--- config.mk ---
export PLATFORM = sky130hd
export DESIGN_NAME = pci_bus_arbiter
export DESIGN_NICKNAME = d
export VERILOG_FILES = /design/src/rtl/pci_bus_arbiter_pkg.sv /design/src/rtl/pci_bus_arbiter_rr_pick.sv /design/src/rtl/pci_bus_arbiter.sv
export SDC_FILE = /design/constraint.sdc
export NUM_CORES = 1
export LEC_CHECK = 0
export CELL_PAD_IN_SITES_DETAIL_PLACEMENT = 1
export CELL_PAD_IN_SITES_GLOBAL_PLACEMENT = 1
export CORE_ASPECT_RATIO = 0.5
export CORE_UTILIZATION = 43
export CTS_CLUSTER_SIZE = 24
export DETAILED_ROUTE_END_ITERATION = 16
export GPL_ROUTABILITY_DRIVEN = 1
export PLACE_DENSITY = 0.85
export SLEW_MARGIN = 20
export SYNTH_ARGS = -nofsm -noshare
export SYNTH_HDL_FRONTEND = slang
export SYNTH_SLANG_ARGS = --single-unit
--- constraint.sdc ---
create_clock -name clk -period 3.5 [get_ports clk]
set_input_delay 0.7 -clock clk [delete_from_list [all_inputs] [get_ports clk]]
set_output_delay 0.7 -clock clk [all_outputs]
set_load 0.05 [all_outputs]
--- src/rtl/pci_bus_arbiter_pkg.sv ---
`default_nettype none
// +----------------------------------------------------------------------------+
// | Module : pci_bus_arbiter_pkg                                               |
// | Shared PCI arbitration types: state encoding, index widths, bus-idle test. |
// | Rev    : 1.0                                                               |
// +----------------------------------------------------------------------------+
package pci_bus_arbiter_pkg;

    localparam int c_max_masters = 8;
    localparam int c_idx_w       = $clog2(c_max_masters);

    typedef logic [c_idx_w-1:0] idx_t;
    typedef logic [c_idx_w:0]   sum_t;
    typedef logic [7:0]         cnt_t;

    typedef enum logic [1:0] {
        ST_IDLE     = 2'd0,
        ST_DEAD     = 2'd1,
        ST_GNT_WAIT = 2'd2,
        ST_BUSY     = 2'd3
    } arb_state_t;

    function automatic logic bus_idle(input logic frame_n, input logic irdy_n);
        return frame_n & irdy_n;
    endfunction

endpackage
`default_nettype wire

--- src/rtl/pci_bus_arbiter_rr_pick.sv ---
`default_nettype none
// +----------------------------------------------------------------------------+
// | Module : pci_bus_arbiter_rr_pick                                           |
// | Combinational round-robin picker: first active request at or after ptr.    |
// | Rev    : 1.0                                                               |
// +----------------------------------------------------------------------------+
module pci_bus_arbiter_rr_pick
    import pci_bus_arbiter_pkg::*;
#(
    parameter int N_MASTERS = 4
) (
    input  logic [N_MASTERS-1:0] req,
    input  logic [c_idx_w-1:0]   ptr,
    output logic [c_idx_w-1:0]   winner,
    output logic                 any_req
);

    typedef logic [N_MASTERS-1:0] vec_t;

    localparam sum_t c_n = sum_t'(N_MASTERS);

    vec_t w_rot;
    idx_t w_off;
    sum_t w_sum;

    // Rotating the doubled vector puts candidate ptr at bit 0, ptr+1 at bit 1, ...
    assign w_rot   = vec_t'({req, req} >> ptr);
    assign any_req = |req;

    always_comb begin
        w_off = '0;
        for (int i = N_MASTERS - 1; i >= 0; i--) begin
            if (w_rot[i]) begin
                w_off = idx_t'(i);
            end
        end
    end

    assign w_sum  = sum_t'(ptr) + sum_t'(w_off);
    assign winner = (w_sum >= c_n) ? idx_t'(w_sum - c_n) : idx_t'(w_sum);

endmodule
`default_nettype wire

--- src/rtl/pci_bus_arbiter.sv ---
`default_nettype none
// +----------------------------------------------------------------------------+
// | Module : pci_bus_arbiter                                                   |
// | Central PCI arbiter: round-robin grants, dead cycle, parking, idle timeout.|
// | Rev    : 1.0                                                               |
// +----------------------------------------------------------------------------+
module pci_bus_arbiter
    import pci_bus_arbiter_pkg::*;
#(
    parameter int N_MASTERS   = 4,
    parameter int PARK_MASTER = 0,
    parameter int PARK_EN     = 1,
    parameter int MAX_IDLE    = 16
) (
    input  logic                 clk,
    input  logic                 rst_n,
    input  logic [N_MASTERS-1:0] req_n,
    input  logic                 frame_n,
    input  logic                 irdy_n,
    output logic [N_MASTERS-1:0] gnt_n,
    output logic [c_idx_w-1:0]   owner,
    output logic                 owner_valid,
    output logic                 timeout
);

    typedef logic [N_MASTERS-1:0] vec_t;

    localparam vec_t c_all_off    = '1;
    localparam vec_t c_park_gnt_n = ~(vec_t'(1) << PARK_MASTER);
    localparam idx_t c_park_idx   = idx_t'(PARK_MASTER);
    localparam idx_t c_last_idx   = idx_t'(N_MASTERS - 1);
    localparam cnt_t c_max_idle   = cnt_t'(MAX_IDLE);
    localparam cnt_t c_cnt_sat    = '1;

    arb_state_t r_state, w_state;
    vec_t       r_gnt_n, w_gnt_n;
    idx_t       r_owner, w_owner;
    idx_t       r_winner, w_winner;
    idx_t       r_rr_ptr, w_rr_ptr;
    cnt_t       r_idle_cnt, w_idle_cnt;
    logic       r_owner_valid, w_owner_valid;
    logic       r_timeout, w_timeout;

    idx_t       w_pick;
    logic       w_any_req;
    logic       w_bus_idle;
    logic       w_parked;
    logic       w_owner_req;
    idx_t       w_owner_next;
    cnt_t       w_cnt;

    function automatic vec_t grant_vec(input idx_t idx);
        vec_t v;
        v = '1;
        for (int i = 0; i < N_MASTERS; i++) begin
            if (idx_t'(i) == idx) begin
                v[i] = 1'b0;
            end
        end
        return v;
    endfunction

    pci_bus_arbiter_rr_pick #(
        .N_MASTERS (N_MASTERS)
    ) u_rr_pick (
        .req     (~req_n),
        .ptr     (r_rr_ptr),
        .winner  (w_pick),
        .any_req (w_any_req)
    );

    assign w_bus_idle   = bus_idle(frame_n, irdy_n);
    assign w_parked     = (r_state == ST_IDLE) && (r_gnt_n == c_park_gnt_n);
    assign w_owner_next = (r_owner == c_last_idx) ? '0 : r_owner + 1'b1;

    always_comb begin
        w_owner_req = 1'b0;
        for (int i = 0; i < N_MASTERS; i++) begin
            if (idx_t'(i) == r_owner) begin
                w_owner_req = !req_n[i];
            end
        end
    end

    always_comb begin
        w_state       = r_state;
        w_gnt_n       = r_gnt_n;
        w_owner       = r_owner;
        w_winner      = r_winner;
        w_owner_valid = r_owner_valid;
        w_rr_ptr      = r_rr_ptr;
        w_idle_cnt    = '0;
        w_timeout     = 1'b0;
        w_cnt         = (r_idle_cnt == c_cnt_sat) ? r_idle_cnt : r_idle_cnt + 1'b1;

        case (r_state)
            ST_IDLE: begin
                // A parked master may start a cycle without ever requesting.
                if (w_parked && !frame_n) begin
                    w_state       = ST_BUSY;
                    w_owner       = c_park_idx;
                    w_owner_valid = 1'b1;
                end else if (w_any_req) begin
                    w_winner = w_pick;
                    if (w_parked && (w_pick == c_park_idx)) begin
                        w_state       = ST_GNT_WAIT;
                        w_owner       = c_park_idx;
                        w_owner_valid = 1'b1;
                    end else begin
                        w_state       = ST_DEAD;
                        w_gnt_n       = c_all_off;
                        w_owner_valid = 1'b0;
                    end
                end else if (PARK_EN != 0) begin
                    w_gnt_n       = c_park_gnt_n;
                    w_owner       = c_park_idx;
                    w_owner_valid = 1'b1;
                end else begin
                    w_gnt_n       = c_all_off;
                    w_owner_valid = 1'b0;
                end
            end
            ST_DEAD: begin
                w_state       = ST_GNT_WAIT;
                w_gnt_n       = grant_vec(r_winner);
                w_owner       = r_winner;
                w_owner_valid = 1'b1;
            end
            ST_GNT_WAIT: begin
                if (!frame_n) begin
                    w_state = ST_BUSY;
                end else if (!w_owner_req) begin
                    w_state       = ST_IDLE;
                    w_gnt_n       = c_all_off;
                    w_owner_valid = 1'b0;
                end else begin
                    if (!w_bus_idle) begin
                        w_cnt = r_idle_cnt;
                    end
                    if (w_cnt == c_max_idle) begin
                        w_state       = ST_IDLE;
                        w_gnt_n       = c_all_off;
                        w_owner_valid = 1'b0;
                        w_timeout     = 1'b1;
                        w_rr_ptr      = w_owner_next;
                    end else begin
                        w_idle_cnt = w_cnt;
                    end
                end
            end
            ST_BUSY: begin
                // Grant goes away on the final data phase; ownership ends at bus idle.
                if (frame_n && (r_gnt_n != c_all_off)) begin
                    w_gnt_n  = c_all_off;
                    w_rr_ptr = w_owner_next;
                end
                if (w_bus_idle) begin
                    w_state       = ST_IDLE;
                    w_owner_valid = 1'b0;
                end
            end
            default: begin
                w_state       = ST_IDLE;
                w_gnt_n       = c_all_off;
                w_owner_valid = 1'b0;
            end
        endcase
    end

    always_ff @(posedge clk or negedge rst_n) begin
        if (!rst_n) begin
            r_state       <= ST_IDLE;
            r_gnt_n       <= c_all_off;
            r_owner       <= '0;
            r_winner      <= '0;
            r_owner_valid <= 1'b0;
            r_rr_ptr      <= '0;
            r_idle_cnt    <= '0;
            r_timeout     <= 1'b0;
        end else begin
            r_state       <= w_state;
            r_gnt_n       <= w_gnt_n;
            r_owner       <= w_owner;
            r_winner      <= w_winner;
            r_owner_valid <= w_owner_valid;
            r_rr_ptr      <= w_rr_ptr;
            r_idle_cnt    <= w_idle_cnt;
            r_timeout     <= w_timeout;
        end
    end

    assign gnt_n       = r_gnt_n;
    assign owner       = r_owner;
    assign owner_valid = r_owner_valid;
    assign timeout     = r_timeout;

endmodule
`default_nettype wire

Word level (Yosys, flattened, before mapping)
Index checks and enable logic that the tools add are counted.
Widths: inputs -> output; s select.

word-level totals
  output and inout port bits = 9
  logic and storage cells = 124
  register bits after elaboration = 25

cells by class
  order comparisons = 1
  bitwise logic cells = 3
  muxes and demuxes = 60
  reductions and logical operators = 22
  $add $sub $neg = 4
  shift-type cells = 1
  eq/ne operators = 25

operators with widths
  cell                 number
  $mux 8               9
  $mux 4               7
  $mux 3               9
  $mux 2               11
  $mux 1               19
  $pmux 4 s4           1
  $eq 2x3->1 const A   4
  $ne 2x2->1 const B   6
  $ne 4x4->1 const B   3
  $pmux 3 s2           2
  $reduce_and 5->1     2
  $logic_not 3->1      3
  $reduce_and 3->1     3
  $add 8x1->8 const B  1
  $eq 8x5->1 const B   1
  $eq 8x8->1 const B   1
  $pmux 2 s4           1
  $shr 8x3->4          1
  $eq 1x3->1 const A   2
  $ne 3x3->1 const B   2
  $logic_not 1->1      5
  $add 3x2->4          1
  $eq 2x2->1 const B   2
  $eq 4x4->1 const B   1
  other kinds (15)     19

Longest topological paths before layout
Gate-level depths: netlist of run 1.

  depth in word-level cells = 15
  gate-level depth with buffers = 14

Cells and area by module
From an unflattened synthesis of run 1, not the netlist that was laid out.

unflattened totals
  cells, all modules = 177
  area total of the unflattened synthesis = 1724.2 um^2

by module, submodules not included
  module                   seq. area each (um^2)  instances  area each (um^2)  cells each
  pci_bus_arbiter          630.6                  1          1502.7            154
  pci_bus_arbiter_rr_pick  0.0                    1          221.5             23

Least setup slack after synthesis of run 1
No wires, ideal clock.

  path type = input to register
  start = in req_n[2]
  end = reg r_gnt_n[0], in the netlist gnt_n[0]
  slack = 303 ps
  data required time = 3420 ps
  path buffers = 0
  data arrival time = 3117 ps
  stages on the path = 14
  library setup time = 80 ps
  path through = nand2b_1 -> o22a_1 -> o22ai_1 -> nand2_1 -> o21ai_0 -> ha_1 -> inv_1 -> fa_1 -> or4b_1 -> a311oi_2 -> nand2_1 -> o211ai_1 -> a21oi_2 -> o22a_1

on the way
  longest elaborated chain between the ends = 13
  elaborated cells between the ends (all ways) = 24

ends and longest elaborated chain
  what                                              line                           text
  start, declared                                   pci_bus_arbiter.sv:17          input logic [N_MASTERS-1:0] req_n,
  $not 4->4                                         pci_bus_arbiter.sv:66          .req (~req_n),
  $shr 8x3->4                                       pci_bus_arbiter_rr_pick.sv:27  assign w_rot = vec_t'({req, req} >> ptr);
  $mux 2 (4 in series)                              pci_bus_arbiter_rr_pick.sv:33  if (w_rot[i]) begin
  $add 3x2->4                                       pci_bus_arbiter_rr_pick.sv:39  assign w_sum = sum_t'(ptr) + sum_t'(w_off);
  $ge 4x3->1 / $sub 3x3->3 (equally long branches)  pci_bus_arbiter_rr_pick.sv:40  assign winner = (w_sum >= c_n) ? idx_t'(w_sum - c_n) : idx_t'(w_sum);
  $mux 3                                            pci_bus_arbiter_rr_pick.sv:40
  $logic_not 3->1                                   pci_bus_arbiter.sv:105         if (w_parked && (w_pick == c_park_idx)) begin
  $logic_and 1x1->1                                 pci_bus_arbiter.sv:105
  $ne 3x3->1 (no source line)                       -
  $reduce_and 5->1 (no source line)                 -
  end signal, assigned                              pci_bus_arbiter.sv:173         r_gnt_n <= c_all_off;
  end signal, assigned                              pci_bus_arbiter.sv:182         r_gnt_n <= w_gnt_n;
  end, declared                                     pci_bus_arbiter.sv:36          vec_t r_gnt_n, w_gnt_n;

Several ways; a longest one is shown, not always the timed one. The select of a mux whose other input is x is not followed.
A chain may end at the register's enable or synchronous reset.

Final worst setup path of run 1
  start = reg r_rr_ptr[0]
  end = reg r_gnt_n[1], in the netlist gnt_n[1]

on the way
  longest elaborated chain between the ends = 12
  elaborated cells between the ends (all ways) = 13

ends and longest elaborated chain
  what                                              line                           text
  start, declared                                   pci_bus_arbiter.sv:39          idx_t r_rr_ptr, w_rr_ptr;
  start signal, assigned                            pci_bus_arbiter.sv:186         r_rr_ptr <= w_rr_ptr;
  $shr 8x3->4                                       pci_bus_arbiter_rr_pick.sv:27
  $mux 2 (4 in series)                              pci_bus_arbiter_rr_pick.sv:33
  $add 3x2->4 *                                     pci_bus_arbiter_rr_pick.sv:39
  $ge 4x3->1 / $sub 3x3->3 (equally long branches)  pci_bus_arbiter_rr_pick.sv:40
  $mux 3 *                                          pci_bus_arbiter_rr_pick.sv:40
  $logic_not 3->1 *                                 pci_bus_arbiter.sv:105
  $logic_and 1x1->1 *                               pci_bus_arbiter.sv:105
  $ne 3x3->1 (no source line) *                     -
  $reduce_and 5->1 (no source line) *               -

Mark *: on every way between the ends. The rest lies on a longest branch, timed or not.

==> results of run 1 <==
## worst max-delay path, cell delays in order, from the launching register on
cell      delay, ps
dfrtp_2         470
nand2b_4        160
o22a_1          190
o22ai_1         140
nand2_1          70
o21ai_1          80
ha_2            200
inv_2            40
fa_1            550
or4b_4          480
a311oi_4        320
nand2_1         100
o211ai_1        130
a21oi_2          90
o22a_1          220
## layout make-up
type	count	area [um2]	area share
Multi-Input combinational cell	145	1010	0.494
Sequential cell	25	632	0.309
Timing Repair Buffer	27	244	0.119
Tap cell	51	63.8	0.0312
Inverter	12	45.0	0.0220
Clock buffer	3	41.3	0.0202
Clock inverter	1	8.76	0.00429
## state kept, by name (all words and copies together), names as in the netlist
signal       cells
r_idle_cnt       8
owner_valid      1
owner            3
r_winner         3
timeout          1
gnt_n            4
r_rr_ptr         3
r_state          2
## how the worst min path moves through the flow
stage                         from          to  cells past startpoint
after floorplan              rst_n    owner[0]                      0
after global placement    gnt_n[2]    gnt_n[2]                      1
after detailed placement  gnt_n[2]    gnt_n[2]                      1
after CTS                 gnt_n[2]    gnt_n[2]                      1
after global routing         rst_n  r_state[1]                      1
final                        rst_n    owner[2]                      1
## per-stage QoR
step           hold slack (ps)  power, mW   util
3_5_place_dp               535       1.19  0.543
2_1_floorplan              404      0.961      -
4_1_cts                    550       1.39  0.560
6_report                   375       1.42  0.570
5_1_grt                    409       1.52  0.570
3_3_place_gp               528       1.16  0.543
## what timing repair did
item,in CTS,in global routing
resized for setup,4,12
endpoints found under the hold margin,0,0
setup buffers,0,2
pin swaps,3,7
setup endpoints to repair,7,9
## Yosys cell counts, types with 2 or more instances
library cell	number
o22a_1	3
buf_2	3
and4_1	3
dfrtp_1	21
dfstp_2	4
inv_1	12
a31oi_1	3
a21o_1	2
mux2i_1	2
nand3_1	9
a21oi_1	7
nor3_1	2
ha_1	7
nand2_1	22
nand4_1	8
o21bai_1	2
mux2_1	2
nor3b_1	2
a22o_1	2
clkbuf_1	3
and3_1	3
a211oi_1	2
and2_1	4
o21ai_0	11
nand2b_1	4
o211ai_1	3
o32a_1	3
nor2_1	13
## routing by layer
layer,up-vias,global-route usage,wire (um)
met1,775,0.273,2010
met2,33,0.448,2240
met5,-,0,0
li1,755,-,-
met3,8,0.0446,145
met4,0,0.0677,75
## placed cells by master (no fill, tap or decap), drive strengths merged, types with 7 or more instances in the layout
master          n
nand2          22
dfrtp          21
nor2           13
inv            13
buf            12
clkdlybuf4s50  11
o21ai          11
nand3           9
nand4           8
a21oi           8
ha              7
## power by group through the flow
stage | Combinational [mW] | Sequential, mW | Clock [mW]
floorplan | 0.395 | 0.566 | 0
global placement | 0.678 | 0.486 | 0
detailed placement | 0.698 | 0.490 | 0
CTS | 0.714 | 0.487 | 0.190
global route | 0.816 | 0.503 | 0.201
finish | 0.748 | 0.486 | 0.189
## logic make-up after synthesis
| group | count (synthesis) | share of synthesized area |
|---|---|---|
| and+or+nand+nor | 76 | 0.235 |
| AOI/OAI and AO/OA | 54 | 0.242 |
| DFF | 25 | 0.375 |
| buffers and inverters | 18 | 0.0424 |
| adders and majority gates | 8 | 0.0639 |
| muxes | 5 | 0.0320 |
| xor gates and xnor gates | 2 | 0.0104 |
==> run summary, run 1 <==
status - complete, no violations
DRC - 0
reg2reg setup slack - 210 ps
post-DP HPWL - 3320 um
minimum clock period - 3290 ps
CTS tree - done
Placeable Area - 3580 um2
Skew-Pair Late Insertion Delay - 280 ps
total number of vias - 1571
CTS Buffer Depth - 2
Seq/Total Area, Yosys - 0.375
I/O pin count - 17
Port Buffers - 16
Async SR Flop Fraction - 1.00
CP required - 3720 ps
routed wire length - 4470 um
Synth Cell Area - 1680 um2
reg-to-reg critical path endpoint - gnt_n[1]
worst setup path end - gnt_n[1]
Switching Power - 0.656 mW
Sequential Power Share - 0.341
fillers - 405
Max-slew headroom - 0.660
root buffer cell - clkbuf_8
sw frac - 0.461
NumNets Final - 230
CTS Sinks - 25
Final setup viols - 0
number of synthesized register bits - 25
die span in y - 46.2 um
CP Launch Type - flip-flop
critical path class - reg -> reg
Diodes inserted - 0
post-route insts no fill - 264
first-pass GRT wire length - 7420 um
htree depth - 1
Crit. End Element - flip-flop
Setup Skew - 6.65 ps
Vias/cell - 5.95
Reg2Reg Depth - 14
count of final hold-check violations - 0
Die Wd - 90.5 um
top post-synthesis cells by area - dfrtp_1, dfstp_2, ha_1
gr usage total - 0.232
cts bufs inserted - 3
gpl congestion - 0.854
cell-internal power - 0.767 mW
Routed Antenna Nets - 0
RSZ-0062 raised after global routing - no
highest clock rate - 0.304 GHz
initial antenna violation count - 0
Mapped Nets - 204
placed instance count - 258
Post-DP Area - 1950 um2
Synth warnings - 0
setup TNS - 0 ps
number of global-route vias before repair - 1579
pre-CTS WS - -392 ps
count of pins over their slew limit - 0
Cell Rows - 15
PD cells - 696 nW/um2
largest net degree at the start of global routing - 23
routed wire length per instance - 16.9 um
max cap viols - 0
Mapped Avg Cell Area - 8.95 um2
post-layout instance area - 2040 um2
actual slew at the worst max-slew pin - 497 ps
Reg clk slew, reported paths - 100 ps
Starting Density - 0.469
Clock Power Share - 0.133
Final WS setup - 214 ps
Area Overhead vs Synth - 21.4%
leakage dissipation - 0.878 nW
r2r startpoint - r_rr_ptr[0]
layout cells sized above 1 - 0.164
cell count after synthesis - 188
# hold bufs at CTS - 0
launch point of the critical path - r_rr_ptr[0]
CP max FO - 8
Netlist cell types - 54
Peak supply drop - 0.350 mV
1st-iter DRT viols - 92
Combinational Power Share - 0.526
largest area contributor in the netlist - dfrtp_1
Synth Flop Type - dfrtp_1
post-synth top area share - 0.312
total gr overflow - 0
Hold Crit Class - in -> async
die area - 4180 um2
TritonRoute pass-1 iters - 4
Final period util - 0.939
WP data arrival - 3510 ps
Post-synth EDFFs - 0
Power figures use the tool's default switching activity.
==> run 2, diff against run 1 <==
Settings changed: CAP_MARGIN from default to 20, REMOVE_ABC_BUFFERS from default to 1.
==> run 2 against run 1 <==
Compared with the run above:
- cell count fell by 0.38%
- sequential share of layout area rose by 0.42 points
- core utilization is 0.87 points lower
- total power is 3.1% lower
- register-to-register slack hardly changed
==> run summary, run 2 (synthesized netlist as in run 1, its figures left out) <==
I/O pin count - 17 (unchanged)
CP required - 3720 ps (about the same)
gpl congestion - 0.880 (+3.1%)
TritonRoute pass-1 iters - 4 (unchanged)
minimum clock period - 3370 ps (+87.3 ps)
Pwr Total - 1.38 mW (-3.1%)
Vias/cell - 5.97 (+0.38%)
launch point of the critical path - req_n[2]
routed wire length per instance - 16.9 um (-0.14%)
routed wire length - 4450 um (-0.51%)
total gr overflow - 0 (unchanged)
count of final hold-check violations - 0 (unchanged)
Final WS setup - 127 ps (-87.3 ps)
Setup Skew - 12.5 ps (+5.80 ps)
max incr delay on CP - 480 ps (-70 ps)
critical path class - in -> reg
count of pins over their slew limit - 0 (unchanged)
post-DP HPWL - 3320 um (+0.17%)
leakage dissipation - 0.862 nW (-1.8%)
WP data arrival - 3590 ps (+80 ps)
max cap viols - 0 (unchanged)
Skew-Pair Late Insertion Delay - 280 ps (about the same)
critical-path cell list - dlygate4sd2_1 > buf_4 > o22a_1 > o22ai_1 > nand2_1 > o21ai_1 > ha_2 > inv_1 > fa_1 > or4b_4 > a311oi_2 > nand2_1 > o211ai_1 > a21oi_2 > o22a_1
status - complete, no violations
DRC - 0 (unchanged)
Final setup viols - 0 (unchanged)
Routed Antenna Nets - 0 (unchanged)
layout cells sized above 1 - 0.137 (-0.0275)
number of global-route vias before repair - 1495 (-5.3%)
first-pass GRT wire length - 7020 um (-5.4%)
pre-CTS WS - -432 ps (-40.2 ps)
root buffer cell - clkbuf_8
r2r startpoint - r_rr_ptr[0]
RSZ-0062 raised after global routing - no
gr usage total - 0.220 (-0.0116)
Area Overhead vs Synth - 19.6%
cts bufs inserted - 3 (unchanged)
Largest Register - r_idle_cnt
commonest non-fill, non-tap cell in the layout - nand2_1
cell family with most CP delay - compound AO/OA/AOI/OAI gates
CP max FO - 4 (-4)
Max-slew headroom - 0.531 (-0.129)
PD cells - 685 nW/um2 (-1.6%)
Starting Density - 0.469 (unchanged)
Buf/Inv on CP - 3 (+2)
register area - 631 um2 (-0.20%)
multi-input combinational cell area - 987 um2 (-2.1%)
total number of vias - 1571 (unchanged)
Reg clk slew, reported paths - 100 ps (about the same)
CP Launch Type - primary input
largest net degree at the start of global routing - 23 (unchanged)
Hold Crit Class - in -> async
Port Buffers - 16 (unchanged)
CTS tree - done
htree depth - 1 (unchanged)
fillers - 428 (+5.7%)
CTS Buffer Depth - 2 (unchanged)
max reg flops - 8 (unchanged)
Die Wd - 90.5 um (unchanged)
CP max-delay cell - fa_1
Peak supply drop - 0.353 mV (+1.0%)
Crit. End Element - flip-flop
1st-iter DRT viols - 90 (-2.2%)
initial antenna violation count - 0 (unchanged)
highest clock rate - 0.296 GHz (-2.6%)
Final period util - 0.964 (+0.0249)
Min Hold Slack - 371 ps (-4.64 ps)
NumNets Final - 229 (-0.43%)
actual slew at the worst max-slew pin - 685 ps (+188 ps)
reg2reg setup slack - 200 ps (about the same)
Placeable Area - 3580 um2 (unchanged)
die area - 4180 um2 (unchanged)
Cell Rows - 15 (unchanged)
CTS Sinks - 25 (unchanged)
Diodes inserted - 0 (unchanged)
die span in y - 46.2 um (unchanged)
most frequent cells in the layout - nand2_1, dfrtp_1, nor2_1
==> run 2: report_power, final <==
part           switching, mW  internal [mW]  total (mW)
clock                  0.102         0.0809       0.183
combinational          0.421          0.287       0.708
sequential             0.113          0.375       0.488
==> run 2: metrics by stage <==
| stage | utilization | cell area [um2] | instances | TNS [ps] |
|---|---|---|---|---|
| 4_1_cts | 0.561 | 2010 | 263 | 0 |
| 2_1_floorplan | - | 1660 | 182 | 0 |
| 5_1_grt | 0.561 | 2010 | 263 | 0 |
| 3_3_place_gp | 0.543 | 1950 | 258 | -2030 |
| 3_5_place_dp | 0.543 | 1950 | 258 | -3220 |
| 6_report | 0.561 | 2010 | 263 | 0 |
==> run 2: worst paths after layout <==
check	cells past startpoint	endpoint
worst min-delay path	1	r_rr_ptr[1]
worst min register to register	1	gnt_n[3]
min in group clk	1	gnt_n[3]
max in group asynchronous	2	gnt_n[0]
worst max-delay path	15	gnt_n[0]
worst max register to register	14	gnt_n[0]
==> run 2: layout make-up <==
type | count | area share
sequential | 25 | 0.313
clock inverter | 1 | 0.00373
inverter | 12 | 0.0224
clock buffer | 3 | 0.0205
timing repair buffer | 26 | 0.118
tap | 51 | 0.0317
multi-input combinational | 145 | 0.491
==> run 2: layer usage <==
| layer | global-route usage | part of all wire | wire (um) | vias to the layer above |
|---|---|---|---|---|
| met5 | 0 | 0 | 0 | - |
| met2 | 0.402 | 0.49 | 2160 | 33 |
| met1 | 0.266 | 0.48 | 2120 | 784 |
| li1 | - | - | - | 748 |
| met4 | 0.103 | 0.013 | 56 | 0 |
| met3 | 0.0380 | 0.026 | 117 | 6 |
==> run 2: repair_timing <==
action                                  in CTS  in global routing
hold buffers                                 0                  0
resized for setup                            4                  5
buffers inserted                             1                  0
pin swaps                                    5                  1
endpoints found under the setup margin       7                  8
